<file path="config.mk">
export PLATFORM = sky130hd
export DESIGN_NAME = uart_tx_arbiter_flat
export DESIGN_NICKNAME = d
export VERILOG_FILES = /design/src/rtl/uart_tx_arbiter_pkg.sv /design/src/rtl/uart_tx_arbiter_if.sv /design/src/rtl/uart_tx_arbiter_rr_picker.sv /design/src/rtl/uart_tx_arbiter.sv /design/src/flat_wrapper.sv
export SDC_FILE = /design/constraint.sdc
export NUM_CORES = 1
export LEC_CHECK = 0
export CORE_MARGIN = 3
export CORE_UTILIZATION = 31
export DETAILED_ROUTE_END_ITERATION = 10
export SLEW_MARGIN = 10
export SYNTH_ARGS = -nofsm -noshare
export SYNTH_HDL_FRONTEND = slang
export SYNTH_HIERARCHICAL = 1
export SYNTH_SLANG_ARGS = --single-unit
</file>
<file path="constraint.sdc">
create_clock -name clk -period 3.45 [get_ports clk]
set_input_delay 0.345 -clock clk [delete_from_list [all_inputs] [get_ports clk]]
set_output_delay 0.345 -clock clk [all_outputs]
set_load 0.005 [all_outputs]
</file>
<file path="src/rtl/uart_tx_arbiter_pkg.sv">
// Shared types and constants for the UART transmit arbiter slice.
// Imported by the interface, the picker and the arbiter top.
package uart_tx_arbiter_pkg;

    parameter int DATA_WIDTH = 8;
    parameter int NO_OF_REQUESTERS = 4;

    typedef enum logic {
        EVEN_PARITY = 1'b0,
        ODD_PARITY  = 1'b1
    } parityTypeEnum;

    typedef enum logic [1:0] {
        ARB_IDLE      = 2'd0,
        ARB_ISSUE     = 2'd1,
        ARB_WAIT_DONE = 2'd2,
        ARB_GAP       = 2'd3
    } UartArbiterStateEnum;

    // Index reached by stepping forward from base, wrapping at n.
    function automatic int rrIndex(
        input int base,
        input int step,
        input int n
    );
        return (base + step) % n;
    endfunction

endpackage

</file>
<file path="src/rtl/uart_tx_arbiter_if.sv">
// Requester, transmitter and status bundle around the UART arbiter.
// master = surrounding system, slave = the arbiter itself.
interface uart_tx_arbiter_if #(
    parameter int NUM_REQ = uart_tx_arbiter_pkg::NO_OF_REQUESTERS,
    parameter int DATA_WIDTH = uart_tx_arbiter_pkg::DATA_WIDTH
);

    localparam int IDW = $clog2(NUM_REQ);

    logic [NUM_REQ-1:0] reqValid;
    logic [NUM_REQ*DATA_WIDTH-1:0] reqData;
    logic [NUM_REQ-1:0] reqReady;

    logic cfgParityEnable;
    logic cfgParityType;

    logic txStart;
    logic [DATA_WIDTH-1:0] txData;
    logic txParityEnable;
    logic txParityType;
    logic txDone;

    logic grantValid;
    logic [IDW-1:0] grantId;
    logic timeoutError;

    modport master (
        output reqValid,
        output reqData,
        output cfgParityEnable,
        output cfgParityType,
        output txDone,
        input reqReady,
        input txStart,
        input txData,
        input txParityEnable,
        input txParityType,
        input grantValid,
        input grantId,
        input timeoutError
    );

    modport slave (
        input reqValid,
        input reqData,
        input cfgParityEnable,
        input cfgParityType,
        input txDone,
        output reqReady,
        output txStart,
        output txData,
        output txParityEnable,
        output txParityType,
        output grantValid,
        output grantId,
        output timeoutError
    );

endinterface

</file>
<file path="src/rtl/uart_tx_arbiter_rr_picker.sv">
// Combinational round-robin pick: first valid requester above lastGrant,
// wrapping, reported both one-hot and as an index.
module uart_rr_picker #(
    parameter int NUM_REQ = 4
) (
    input logic [NUM_REQ-1:0] reqValid,
    input logic [$clog2(NUM_REQ)-1:0] lastGrant,
    output logic [NUM_REQ-1:0] grantOneHot,
    output logic [$clog2(NUM_REQ)-1:0] winner,
    output logic anyValid
);

    import uart_tx_arbiter_pkg::*;

    localparam int IDW = $clog2(NUM_REQ);

    always_comb begin
        grantOneHot = '0;
        winner = '0;
        anyValid = 1'b0;
        // Step k = NUM_REQ lands back on lastGrant, so it is searched last.
        for (int k = 1; k <= NUM_REQ; k++) begin
            if (!anyValid
                && reqValid[rrIndex(int'(lastGrant), k, NUM_REQ)]) begin
                anyValid = 1'b1;
                winner = IDW'(rrIndex(int'(lastGrant), k, NUM_REQ));
                grantOneHot[rrIndex(int'(lastGrant), k, NUM_REQ)] = 1'b1;
            end
        end
    end

endmodule

</file>
<file path="src/rtl/uart_tx_arbiter.sv">
// Round-robin owner of a single UART transmitter: accepts one byte per
// grant, starts the frame, and waits for done or the watchdog.
module uart_tx_arbiter #(
    parameter int NUM_REQ = uart_tx_arbiter_pkg::NO_OF_REQUESTERS,
    parameter int DATA_WIDTH = uart_tx_arbiter_pkg::DATA_WIDTH,
    parameter int TIMEOUT_CYCLES = 4096,
    parameter int GAP_CYCLES = 2
) (
    input logic clk,
    input logic reset,
    uart_tx_arbiter_if.slave bus
);

    import uart_tx_arbiter_pkg::*;

    localparam int IDW = $clog2(NUM_REQ);
    localparam int WDW = $clog2(TIMEOUT_CYCLES + 1);
    localparam int GPW =
        (GAP_CYCLES > 0) ? $clog2(GAP_CYCLES + 1) : 1;

    localparam logic [WDW-1:0] WD_LAST = WDW'(TIMEOUT_CYCLES - 1);
    localparam logic [WDW-1:0] WD_MAX = WDW'(TIMEOUT_CYCLES);
    localparam logic [GPW-1:0] GAP_LAST =
        GPW'((GAP_CYCLES > 0) ? GAP_CYCLES - 1 : 0);

    localparam logic [1:0] sIdle = ARB_IDLE;
    localparam logic [1:0] sIssue = ARB_ISSUE;
    localparam logic [1:0] sWait = ARB_WAIT_DONE;
    localparam logic [1:0] sGap = ARB_GAP;

    logic [1:0] state;
    logic [1:0] stateNext;

    logic [IDW-1:0] lastGrant;
    logic [IDW-1:0] winner;
    logic [NUM_REQ-1:0] pickOneHot;
    logic anyValid;
    logic [DATA_WIDTH-1:0] pickedData;

    logic [WDW-1:0] wdCnt;
    logic [GPW-1:0] gapCnt;

    logic accept;
    logic wdExpire;
    logic frameEnd;

    logic [DATA_WIDTH-1:0] dataQ;
    logic parEnQ;
    parityTypeEnum parTypeQ;
    logic grantValidQ;
    logic [IDW-1:0] grantIdQ;

    uart_rr_picker #(
        .NUM_REQ(NUM_REQ)
    ) picker (
        .reqValid(bus.reqValid),
        .lastGrant(lastGrant),
        .grantOneHot(pickOneHot),
        .winner(winner),
        .anyValid(anyValid)
    );

    always_comb begin
        pickedData = '0;
        for (int i = 0; i < NUM_REQ; i++) begin
            if (pickOneHot[i]) begin
                pickedData = bus.reqData[i*DATA_WIDTH +: DATA_WIDTH];
            end
        end
    end

    assign accept = !reset && (state == sIdle) && anyValid;
    assign wdExpire = (state == sWait) && (wdCnt == WD_LAST);
    assign frameEnd = (state == sWait) && (bus.txDone || wdExpire);

    always_comb begin
        stateNext = state;
        unique case (state)
            sIdle: begin
                if (anyValid) stateNext = sIssue;
            end
            sIssue: begin
                stateNext = sWait;
            end
            sWait: begin
                if (frameEnd) begin
                    stateNext = (GAP_CYCLES == 0) ? sIdle : sGap;
                end
            end
            sGap: begin
                if (gapCnt == GAP_LAST) stateNext = sIdle;
            end
            default: begin
                stateNext = sIdle;
            end
        endcase
    end

    always_ff @(posedge clk) begin
        if (reset) begin
            state <= sIdle;
        end else begin
            state <= stateNext;
        end
    end

    // Starting at NUM_REQ-1 gives requester 0 first turn after reset.
    always_ff @(posedge clk) begin
        if (reset) begin
            lastGrant <= IDW'(NUM_REQ - 1);
            grantIdQ <= '0;
        end else if (accept) begin
            lastGrant <= winner;
            grantIdQ <= winner;
        end
    end

    always_ff @(posedge clk) begin
        if (reset) begin
            dataQ <= '0;
            parEnQ <= 1'b0;
            parTypeQ <= EVEN_PARITY;
        end else if (accept) begin
            dataQ <= pickedData;
            parEnQ <= bus.cfgParityEnable;
            parTypeQ <= parityTypeEnum'(bus.cfgParityType);
        end
    end

    always_ff @(posedge clk) begin
        if (reset) begin
            grantValidQ <= 1'b0;
        end else if (accept) begin
            grantValidQ <= 1'b1;
        end else if (frameEnd) begin
            grantValidQ <= 1'b0;
        end
    end

    // Saturating watchdog, cleared while the start pulse is out.
    always_ff @(posedge clk) begin
        if (reset) begin
            wdCnt <= '0;
        end else if (state == sIssue) begin
            wdCnt <= '0;
        end else if (state == sWait && wdCnt != WD_MAX) begin
            wdCnt <= wdCnt + 1'b1;
        end
    end

    always_ff @(posedge clk) begin
        if (reset) begin
            gapCnt <= '0;
        end else if (frameEnd) begin
            gapCnt <= '0;
        end else if (state == sGap) begin
            gapCnt <= gapCnt + 1'b1;
        end
    end

    // Pulses are masked during reset so an aborted frame emits nothing.
    assign bus.reqReady =
        (!reset && state == sIdle) ? pickOneHot : '0;
    assign bus.txStart = !reset && (state == sIssue);
    assign bus.timeoutError = !reset && wdExpire && !bus.txDone;

    assign bus.txData = dataQ;
    assign bus.txParityEnable = parEnQ;
    assign bus.txParityType = parTypeQ;
    assign bus.grantValid = grantValidQ;
    assign bus.grantId = grantIdQ;

endmodule

</file>
<file path="src/flat_wrapper.sv">
// flat-port wrapper written by rule: the top's interface ports become plain ports
module uart_tx_arbiter_flat import uart_tx_arbiter_pkg::*;
#(
    parameter int NUM_REQ = uart_tx_arbiter_pkg::NO_OF_REQUESTERS,
    parameter int DATA_WIDTH = uart_tx_arbiter_pkg::DATA_WIDTH,
    parameter int TIMEOUT_CYCLES = 4096,
    parameter int GAP_CYCLES = 2
)
  (clk, reset, bus_reqValid, bus_reqData, bus_cfgParityEnable, bus_cfgParityType, bus_txDone, bus_reqReady, bus_txStart, bus_txData, bus_txParityEnable, bus_txParityType, bus_grantValid, bus_grantId, bus_timeoutError);
  uart_tx_arbiter_if #(.NUM_REQ(NUM_REQ), .DATA_WIDTH(DATA_WIDTH)) bus_i ();
  input logic clk;
  input logic reset;
  input wire logic [$bits(bus_i.reqValid)-1:0] bus_reqValid;
  input wire logic [$bits(bus_i.reqData)-1:0] bus_reqData;
  input wire logic [$bits(bus_i.cfgParityEnable)-1:0] bus_cfgParityEnable;
  input wire logic [$bits(bus_i.cfgParityType)-1:0] bus_cfgParityType;
  input wire logic [$bits(bus_i.txDone)-1:0] bus_txDone;
  output wire logic [$bits(bus_i.reqReady)-1:0] bus_reqReady;
  output wire logic [$bits(bus_i.txStart)-1:0] bus_txStart;
  output wire logic [$bits(bus_i.txData)-1:0] bus_txData;
  output wire logic [$bits(bus_i.txParityEnable)-1:0] bus_txParityEnable;
  output wire logic [$bits(bus_i.txParityType)-1:0] bus_txParityType;
  output wire logic [$bits(bus_i.grantValid)-1:0] bus_grantValid;
  output wire logic [$bits(bus_i.grantId)-1:0] bus_grantId;
  output wire logic [$bits(bus_i.timeoutError)-1:0] bus_timeoutError;
  assign bus_i.reqValid = bus_reqValid;
  assign bus_i.reqData = bus_reqData;
  assign bus_i.cfgParityEnable = bus_cfgParityEnable;
  assign bus_i.cfgParityType = bus_cfgParityType;
  assign bus_i.txDone = bus_txDone;
  assign bus_reqReady = bus_i.reqReady;
  assign bus_txStart = bus_i.txStart;
  assign bus_txData = bus_i.txData;
  assign bus_txParityEnable = bus_i.txParityEnable;
  assign bus_txParityType = bus_i.txParityType;
  assign bus_grantValid = bus_i.grantValid;
  assign bus_grantId = bus_i.grantId;
  assign bus_timeoutError = bus_i.timeoutError;
  uart_tx_arbiter #(.NUM_REQ(NUM_REQ), .DATA_WIDTH(DATA_WIDTH), .TIMEOUT_CYCLES(TIMEOUT_CYCLES), .GAP_CYCLES(GAP_CYCLES)) u_core (.clk(clk), .reset(reset), .bus(bus_i));
endmodule
</file>
# Word-level counts from Yosys, hierarchy flattened
# Index checks and enable logic that the tools add are counted.
word_totals:
  regBits: 32
  inputBits: 41
  output_inout_bits: 19
  elab_cells: 112
classes:
  add_sub_neg: 6
  magnitude_cmp: 8
  eq_ne: 9
  n_mux: 43
  n_bitwise: 7
  reduce_logical: 30
ops:
  columns: ["op", "n"]
  rows:
  - ["$mux 8", 4]
  - ["$mux 4", 5]
  - ["$mux 1", 18]
  - ["$lt 3x4->1 const B", 4]
  - ["$logic_and 1x1->1", 15]
  - ["$mux 2", 7]
  - ["$add 13x1->13 const B", 1]
  - ["$eq 13x12->1 const B", 1]
  - ["$ne 13x13->1 const B", 1]
  - ["$ge 3x1->1 const B", 4]
  - ["$or 4x4->4", 3]
  - ["$reduce_or 2->1", 6]
  - ["$bmux 1 s2", 4]
  - ["$demux 1 s2", 4]
  - ["$pmux 2 s4", 1]
  - ["$add 2x1->2 const B", 3]
  - ["$ne 2x1->1 const B", 3]
  - ["$logic_not 1->1", 5]
  - ["$add 2x2->2 const B", 2]
  - ["$and 1x1->1 const A", 4]
  - ["$eq 2x1->1 const B", 2]
  - ["$eq 2x2->1 const B", 2]
  - ["$reduce_and 3->1", 1]
  - ["$logic_not 2->1", 1]
  - ["2 further kinds", 2]

# Longest topological paths before layout
# Gate-level depths: netlist (run 1).
depth:
  depth_word: 20
  ltp_mapped: 14
  mapped_depth_nobuf: 10

# By module
# The synthesis (run 1) kept the hierarchy.
modules_own_cells:
  columns: ["module", "n_inst", "cells_per_inst", "area_each_um2", "seq_area_each_um2"]
  rows:
  - ["uart_tx_arbiter", 1, 203, 1722.9, 640.6]
  - ["uart_rr_picker", 1, 86, 629.4, 0.0]

# Least setup slack after synthesis (run 1)
# Ideal clock, no wire load.
synth_timing:
  path_type: "register to register"
  from: "reg u_core.lastGrant[0]"
  to: "reg u_core.dataQ[7] (netlist: u_core/bus.txData[7])"
  setup_ps: 127
  arrival_time_ps: 2991
  required_ps: 3323
  path_slack_ps: 331
  path_stages_with_launch: 15
  path_buffers: 4
  synth_period_minus_slack_ps: 3119
  cell_sequence: "dfxtp_1 -> buf_6 -> buf_2 -> inv_1 -> ha_1 -> clkbuf_1 -> inv_1 -> a31oi_1 -> o31ai_1 -> a2111o_1 -> nor2b_1 -> clkbuf_1 -> a221o_1 -> o21ai_0 -> o211ai_1"
synth_via:
  elab_chain_len: 18
  elab_cells_between_ends: 66
  classes_between: "add/sub (4); order compare (8); mux (32); bitwise (7); reduce/logical (15)"
synth_lines:
  columns: ["item", "line_no", "text"]
  rows:
  - ["from (decl)", "uart_tx_arbiter.sv:34", "logic [IDW-1:0] lastGrant;"]
  - ["from (signal assigned)", "uart_tx_arbiter.sv:110", "lastGrant <= IDW'(NUM_REQ - 1);"]
  - ["from (signal assigned)", "uart_tx_arbiter.sv:113", "lastGrant <= winner;"]
  - ["$add 2x1->2", "uart_tx_arbiter_pkg.sv:26", "return (base + step) % n;"]
  - ["$reduce_or 2->1 (no line) / $bmux 1 s2 (equally long branches)", null, null]
  - ["$and 1x1->1 (no line) / $mux 1 (equally long branches)", null, null]
  - ["$lt 3x4->1 (not written as such) (tied with other cells)", "uart_tx_arbiter_rr_picker.sv:27", "grantOneHot[rrIndex(int'(lastGrant), k, NUM_REQ)] = 1'b1;"]
  - ["$logic_and 1x1->1 (not written as such) / $mux 1 (equally long branches)", "uart_tx_arbiter_rr_picker.sv:27, uart_tx_arbiter_rr_picker.sv:23", null]
  - ["$mux 1 (not written as such) / $logic_not 1->1 (equally long branches)", "uart_tx_arbiter_rr_picker.sv:27, uart_tx_arbiter_rr_picker.sv:23", null]
  - ["$demux 1 s2 / $logic_and 1x1->1 (equally long branches)", "uart_tx_arbiter_rr_picker.sv:27, uart_tx_arbiter_rr_picker.sv:24", null]
  - ["$mux 4 / $mux 1 (equally long branches)", "uart_tx_arbiter_rr_picker.sv:23", "if (!anyValid"]
  - ["$or 4x4->4 (no line) / $logic_not 1->1 (equally long branches)", null, null]
  - ["$mux 4 / $logic_and 1x1->1 (equally long branches)", "uart_tx_arbiter_rr_picker.sv:23, uart_tx_arbiter_rr_picker.sv:24", null]
  - ["$or 4x4->4 (no line) / $mux 1 (equally long branches)", null, null]
  - ["$mux 4 / $logic_not 1->1 (equally long branches)", "uart_tx_arbiter_rr_picker.sv:23", null]
  - ["$or 4x4->4 (no line) / $logic_and 1x1->1 (equally long branches)", null, null]
  - ["$mux 4 *", "uart_tx_arbiter_rr_picker.sv:23", null]
  - ["named net u_core.pickOneHot[0]", "uart_tx_arbiter.sv:36", "logic [NUM_REQ-1:0] pickOneHot;"]
  - ["$mux 8 * (4 in series)", "uart_tx_arbiter.sv:66", "if (pickOneHot[i]) begin"]
  - ["to (signal assigned)", "uart_tx_arbiter.sv:124", "dataQ <= pickedData;"]
  - ["to (decl)", "uart_tx_arbiter.sv:47", "logic [DATA_WIDTH-1:0] dataQ;"]
# The timed path passes the listed nets; every way through them passes the cells marked *. The select of a mux whose other input is x is not followed.
# A chain may end at the register's enable or synchronous reset.

# Worst setup path after layout (run 1)
layout_timing:
  from: "reg u_core.lastGrant[0]"
  to: "out bus_reqReady[2]"
layout_via:
  elab_chain_len: 15
  elab_cells_between_ends: 61
  classes_between: "add/sub (4); order compare (8); mux (28); bitwise (7); reduce/logical (14)"
layout_lines:
  columns: ["item", "line_no", "text"]
  rows:
  - ["$add 2x1->2", "uart_tx_arbiter_pkg.sv:26", null]
  - ["$reduce_or 2->1 (no line) / $bmux 1 s2 (equally long branches)", null, null]
  - ["$and 1x1->1 (no line) / $mux 1 (equally long branches)", null, null]
  - ["$lt 3x4->1 (not written as such) (tied with other cells)", "uart_tx_arbiter_rr_picker.sv:27", null]
  - ["$logic_and 1x1->1 (not written as such) / $mux 1 (equally long branches)", "uart_tx_arbiter_rr_picker.sv:27, uart_tx_arbiter_rr_picker.sv:23", null]
  - ["$mux 1 (not written as such) / $logic_not 1->1 (equally long branches)", "uart_tx_arbiter_rr_picker.sv:27, uart_tx_arbiter_rr_picker.sv:23", null]
  - ["$demux 1 s2 / $logic_and 1x1->1 (equally long branches)", "uart_tx_arbiter_rr_picker.sv:27, uart_tx_arbiter_rr_picker.sv:24", null]
  - ["$mux 4 / $mux 1 (equally long branches)", "uart_tx_arbiter_rr_picker.sv:23", null]
  - ["$or 4x4->4 (no line) / $logic_not 1->1 (equally long branches)", null, null]
  - ["$mux 4 / $logic_and 1x1->1 (equally long branches)", "uart_tx_arbiter_rr_picker.sv:23, uart_tx_arbiter_rr_picker.sv:24", null]
  - ["$or 4x4->4 (no line) / $mux 1 (equally long branches)", null, null]
  - ["$mux 4 / $logic_not 1->1 (equally long branches)", "uart_tx_arbiter_rr_picker.sv:23", null]
  - ["$or 4x4->4 (no line) / $logic_and 1x1->1 (equally long branches)", null, null]
  - ["$mux 4 *", "uart_tx_arbiter_rr_picker.sv:23", null]
  - ["named net u_core.pickOneHot[2]", "uart_tx_arbiter.sv:36", null]
  - ["$mux 4 *", "uart_tx_arbiter.sv:163", "(!reset && state == sIdle) ? pickOneHot : '0;"]
  - ["to (decl)", "flat_wrapper.sv:18", "output wire logic [$bits(bus_i.reqReady)-1:0] bus_reqReady;"]
# Marks and branches as above.

==> flow_summary.json, run 1 <==
{
  "reg2reg_to": "u_core/bus.txData[4]",
  "synth_top_area_share_pct": 27.2,
  "cts_root_buf": "clkbuf_8",
  "placed_cell_area_mm2": 0.00307,
  "die-area_mm2": 0.00867,
  "tightest_slew_ns": 0.527,
  "clock_latency_ns": 0.28,
  "via_count": 2363,
  "cts_made_buffers": 5,
  "die_w_um": 93.1,
  "avgSynthCellArea_um2": 8.14,
  "post_cts_buffers": 0,
  "wl_um": 6450,
  "critPathKind": "flop to primary output",
  "post-route-period-util_pct": 93.3,
  "synth_nets": 346,
  "gp_congestion": 0.868,
  "grt-ovfl-total": 0,
  "synth_area_leaders": "dfxtp_1 27%, ha_1 8.5%, nand3b_1 4.1%",
  "ctsLongestPathBuffers": 2,
  "drt_first_pass_iters": 4,
  "mappedNetlistArea_mm2": 0.00235,
  "ys_ff_latch": 32,
  "n_antenna_cell": 0,
  "post-route-drc-count": 0,
  "start_util_pct": 32.3,
  "synth-edff-count": 0,
  "fp.dieH_um": 93.1,
  "endpoint_kind": "primary output",
  "cts.sinks": 32,
  "synthFlopType": "dfxtp_1",
  "async_reset_ff_share_pct": 0,
  "dp_hpwl_um": 4850,
  "relSlewSlack_pct": 63.8,
  "power_density_mw_per_mm2": 722,
  "hold_viol": 0,
  "wl_per_cell_um": 14.4,
  "status": "finished, final reports clean",
  "antenna_found_initial": 0,
  "coreArea_mm2": 0.00729,
  "hold_start": "u_core/bus.grantId[0]",
  "hp-class": "flop to flop",
  "holdBufCountCts": 0,
  "syn2layout_area_growth_pct": 35.9,
  "cts_tree": "yes",
  "grt_pass1_wl_um": 11000,
  "yosysWarnings": 6,
  "grt_max_degree": 17,
  "cp_data_required_time_ns": 3.11,
  "p_leak_nw": 1.19,
  "port_buffers": 59,
  "grt_pass1_vias": 2258,
  "crit_arrival_ns": 2.87,
  "whs_ns": 0.456,
  "htreeDepth": 2,
  "crit_fanout": 13,
  "rr_worst_depth": 11,
  "holdPathStages": 2,
  "postSynthCellCount": 289,
  "ys_types": 54,
  "ant_nets": 0,
  "rows": 31,
  "rsz0062_at_grt": "no",
  "min_period_ns": 3.22,
  "synth_common_cells": "32 x dfxtp_1, 23 x nand2_1, 19 x inv_1",
  "final_cell_area_mm2": 0.00320,
  "pin_count": 60,
  "final_nets": 406,
  "synth_area_leader_cell": "dfxtp_1",
  "fill_cells": 753,
  "yosysSeqAreaShare_pct": 27.2,
  "grt_usage_pct": 15.3,
  "min_to": "u_core/bus.grantId[0]",
  "vdd_ir_drop_max_mv": 0.266,
  "fin_tns_setup_ns": 0,
  "ff2ff_setup_slack_ns": 0.47,
  "viasPerCell": 5.26,
  "setup_violations": 0,
  "maxSlewViolCount": 0,
  "rr_startpoint": "u_core/lastGrant[0]",
  "finalClockSkew_ns": 0.00654,
  "regArea_um2": 642,
  "synth.most_common_cell": "dfxtp_1",
  "drt_iter0_drc": 144,
  "cp-start-kind": "flop",
  "maxCapViolCount": 0,
  "clk_pin_slew_ns": 0.07,
  "fmaxAchievable_mhz": 311,
  "multi_input_area_mm2": 0.00155,
  "drive_above_1_share_pct": 10.9
}
[placed cells by master, fill, tap and decap left out, drive strengths merged, types with 6 or more instances in the layout]
master         synthesis  final
a21oi                 11     11
a221o                  7      7
buf                    8     14
clkdlybuf4s50          0     59
dfxtp                 32     32
ha                    16     16
inv                   19     19
nand2                 23     23
nand3                 10     10
nand3b                13     13
nand4                 12     12
nor2                  19     19
o211ai                 8      8
o21ai                 15     15
xor2                   6      6
[where the power goes]
| group | switching (W) | internal [W] |
|---|---|---|
| clock | 0.000141 | 0.000214 |
| combinational | 0.000777 | 0.000669 |
| sequential | 0.0000557 | 0.000451 |
[logic make-up (layout without fill, tap and decap cells)]
kind of cell             after synthesis  count (layout)  synth area share (%)
AO/OA/AOI/OAI                         71              71                  21.8
XOR/XNOR                              11              11                  4.10
adder cells (fa/ha/maj)               16              16                  8.51
buffers and inverters                 39             100                  7.29
flip-flops                            32              32                  27.2
multiplexers                           7               7                  4.10
AND/OR/NAND/NOR                      113             113                  27.0
[per-layer routing]
layer  GRT usage (%)  wire length [um]
met5               0                 0
met4            3.30                47
met3            3.38               426
met2            23.2              2680
met1            22.2              3300
[registers in the layout (all words and copies together) (netlist names)]
name / flops
u_core/bus.txParityType: 1
u_core/lastGrant: 2
u_core/bus.grantValid: 1
u_core/gapCnt: 2
u_core/bus.txData: 8
u_core/wdCnt: 13
u_core/bus.grantId: 2
u_core/state: 2
u_core/bus.txParityEnable: 1
[stage by stage]
step	power, W	util (%)	worst slack, ns	instances
CTS	0.00230	43.7	0.0381	449
global placement	0.00192	42.1	0.179	441
global route	0.00252	43.8	0.0442	449
finish	0.00231	43.8	0.231	449
detailed placement	0.00193	42.1	0.151	441
floorplan	0.00146	-	0.331	289
[final cells by class]
cell class / count / share of cell area (%)
Tap cell: 99 / 3.88
Inverter: 19 / 2.23
Multi-Input combinational cell: 218 / 48.6
Clock inverter: 3 / 1.33
Timing Repair Buffer: 73 / 21.8
Clock buffer: 5 / 2.15
Sequential cell: 32 / 20.1
[worst max-delay path by stage]
| stage | startpoint | cells after the start | end |
|---|---|---|---|
| floorplan | u_core/lastGrant[0] | 14 | u_core/bus.txData[7] |
| global route | u_core/lastGrant[1] | 9 | bus_reqReady[2] |
| global placement | bus_reqValid[2] | 8 | bus_reqReady[2] |
| CTS | u_core/lastGrant[0] | 9 | bus_reqReady[2] |
| finish | u_core/lastGrant[0] | 8 | bus_reqReady[2] |
| detailed placement | bus_reqValid[3] | 8 | bus_reqReady[2] |
[what timing repair did]
action	CTS	global route
setup endpoints to repair	4	4
pin swaps	0	0
resized for setup	1	4
[worst max-delay path, stage by stage, from the launching register on]
cell and delay [ns]:
dfxtp_2 0.37, buf_4 0.20, or3b_2 0.44, a2111o_1 0.43
a31oi_1 0.15, or3_1 0.16, inv_1 0.07, nor3_2 0.24
clkdlybuf4s50_1 0.54
Power figures use the tool's default switching activity.
==> run 2: changes to the inputs <==
RECOVER_POWER = 25   (was not set)
SYNTH_HIERARCHICAL = not set   (was 1)
==> run 2 against run 1 <==
  * Utilization up 0.73 points
  * Sequential share of layout area down 0.78 points
  * Sequential power up 5.9%
  * Highest routed layer unchanged
  * Synthesized area up 4.1%
  * Combinational power up 12%
  * Largest cell class unchanged
  * Non-clock buffer count down 2
  * Via count down 0.72%
  * Cell count up 1.3%
==> flow_summary.json, run 2 <==
{
  "grt_pass1_vias": 2294,
  "fp.dieH_um": 94.9,
  "grt_usage_pct": 15.2,
  "start_util_pct": 32.9,
  "async_reset_ff_share_pct": 0,
  "gp_congestion": 0.845,
  "syn2layout_area_growth_pct": 35.5,
  "layout_commonest_cell": "clkdlybuf4s50_1",
  "drt_iter0_drc": 142,
  "drt_first_pass_iters": 4,
  "power_density_mw_per_mm2": 770,
  "synthFlopType": "dfxtp_1",
  "clk_pin_slew_ns": 0.07,
  "maxSlewViolCount": 0,
  "ant_nets": 0,
  "setup_violations": 0,
  "dp_hpwl_um": 5000,
  "yosysSeqAreaShare_pct": 26.2,
  "die-area_mm2": 0.00900,
  "final_cell_area_mm2": 0.00332,
  "cts.sinks": 32,
  "port_buffers": 59,
  "fmaxAchievable_mhz": 309,
  "avgSynthCellArea_um2": 8.39,
  "synth_common_cells": "34 x nor2_1, 32 x dfxtp_1, 32 x nand2_1",
  "die_w_um": 94.9,
  "ys_types": 51,
  "ys_ff_latch": 32,
  "ctsLongestPathBuffers": 2,
  "hold_viol": 0,
  "maxCapViolCount": 0,
  "mappedNetlistArea_mm2": 0.00245,
  "htreeDepth": 2,
  "antenna_found_initial": 0,
  "critPathKind": "flop to primary output",
  "drive_above_1_share_pct": 11.2,
  "tightest_slew_ns": 1.11,
  "top_register": "u_core.wdCnt",
  "via_count": 2346,
  "rsz0062_at_grt": "no",
  "cts_root_buf": "clkbuf_8",
  "synth-edff-count": 0,
  "cts_made_buffers": 5,
  "grt_pass1_wl_um": 10800,
  "final_nets": 412,
  "yosysWarnings": 0,
  "crit_fanout": 6,
  "synth.most_common_cell": "nor2_1",
  "post-route-period-util_pct": 93.8,
  "largest_reg_flops": 13,
  "finalClockSkew_ns": 0.00714,
  "grt-ovfl-total": 0,
  "synth_area_leader_cell": "dfxtp_1",
  "pin_count": 60,
  "placed_cell_area_mm2": 0.00317,
  "grt_max_degree": 22,
  "synth_top_area_share_pct": 26.2,
  "synth_nets": 349,
  "fin_tns_setup_ns": 0,
  "cts_tree": "yes",
  "wl_per_cell_um": 14.7,
  "n_antenna_cell": 0,
  "vdd_ir_drop_max_mv": 0.245,
  "cp-start-kind": "flop",
  "synth_area_leaders": "dfxtp_1 26%, ha_1 8.2%, a2111oi_2 5.5%",
  "post-route-drc-count": 0,
  "relSlewSlack_pct": 25.8,
  "coreArea_mm2": 0.00745,
  "layout_common_cells": "49 x clkdlybuf4s50_1, 34 x nor2_1, 32 x nand2_1, 32 x dfxtp_1, 18 x inv_1",
  "crit_arrival_ns": 2.89,
  "rows": 31,
  "path_cells": "inv_1 -> ha_4 -> mux4_2 -> nor4b_4 -> nand2_1 -> o21a_1 -> nor2_1 -> clkdlybuf4s50_1",
  "min_period_ns": 3.23,
  "cp_data_required_time_ns": 3.11,
  "clock_latency_ns": 0.29,
  "wl_um": 6700,
  "p_leak_nw": 1.28,
  "max_stage_delay_ns": 0.55,
  "hp-class": "flop to flop",
  "viasPerCell": 5.16,
  "status": "finished, final reports clean",
  "endpoint_kind": "primary output",
  "critPathSlowestCell": "mux4_2",
  "postSynthCellCount": 292
}
==> run 2: cell count changes after synthesis, moves of 9 or more <==
cell,before,now
a2111oi_0,0,9
a2111oi_2,0,9
nand2_1,23,32
nand3b_1,13,4
nor2_1,17,34
o21ai_0,14,4
==> run 2: metal layers <==
metal	vias up	track usage, %	part of all wire, %
met5	-	0	0
li1	1179	-	-
met3	12	3.27	5.3
met2	58	24.7	48
met1	1097	19.3	44
met4	0	6.73	2.3
==> run 2: kinds of logic (layout without fill, tap and decap cells) <==
logic type	Yosys count	in the layout	synth area share, %
AND/OR/NAND/NOR	120	120	24.4
adder cells (fa/ha/maj)	16	16	8.18
multiplexers	12	12	7.05
buffers and inverters	34	98	6.28
XOR/XNOR	13	13	4.65
flip-flops	32	32	26.2
AO/OA/AOI/OAI	65	65	23.3
==> run 2: per-stage QoR <==
stage | total power (W) | hold WS, ns | setup WS, ns | instances | util, %
5_1_grt | 0.00277 | 0.481 | 0.0320 | 455 | 44.6
3_3_place_gp | 0.00214 | 0.439 | 0.326 | 445 | 42.5
3_5_place_dp | 0.00216 | 0.452 | 0.283 | 445 | 42.5
2_1_floorplan | 0.00161 | 0.444 | 0.0208 | 292 | -
4_1_cts | 0.00257 | 0.461 | 0.0992 | 454 | 44.3
6_report | 0.00255 | 0.452 | 0.216 | 455 | 44.6
==> run 2: worst paths after layout <==
path | from | cells after the start | slack (ns) | to
max | u_core.lastGrant[0] | 8 | 0.22 | bus_reqReady[3]
min | u_core.bus.grantId[0] | 2 | 0.45 | u_core.bus.grantId[0]
max reg2reg | u_core.lastGrant[0] | 9 | 0.41 | u_core.bus.txData[0]
min reg2reg | u_core.bus.grantId[0] | 2 | 0.45 | u_core.bus.grantId[0]
==> run 2: critical path: cells and delay by family (launching register included) <==
family,cells,cell delay [ns]
AO/OA/AOI/OAI,1,0.14
adder cells (fa/ha/maj),1,0.34
buffers and inverters,2,0.62
flip-flops,1,0.32
multiplexers,1,0.55
AND/OR/NAND/NOR,3,0.62
==> run 2: report_power, final <==
part / internal, W / switching (W)
Sequential: 0.000468 / 0.0000694
Clock: 0.000255 / 0.000142
Combinational: 0.000738 / 0.000884
Total: 0.00146 / 0.00109
==> run 2: final cells by class <==
type	count	area, um^2
multi-input cells	226	1670
clock buffers	7	96.3
fillers	739	4130
inverters	19	71.3
repair buffers	71	689
flip-flops and latches	32	641
clock inverters	1	30.0
well taps	99	124
==> run 2: what timing repair did <==
action,4_1_cts,5_1_grt
resized for setup,0,2
pin swaps,0,1
setup endpoints to repair,1,3
hold buffers,0,0
setup buffers,1,1
==> run 3: changes to the inputs <==
CAP_MARGIN = 15   (was not set)
==> results of run 3 <==
Same layout as run 2: the final DEF is identical, and so are final timing and power.
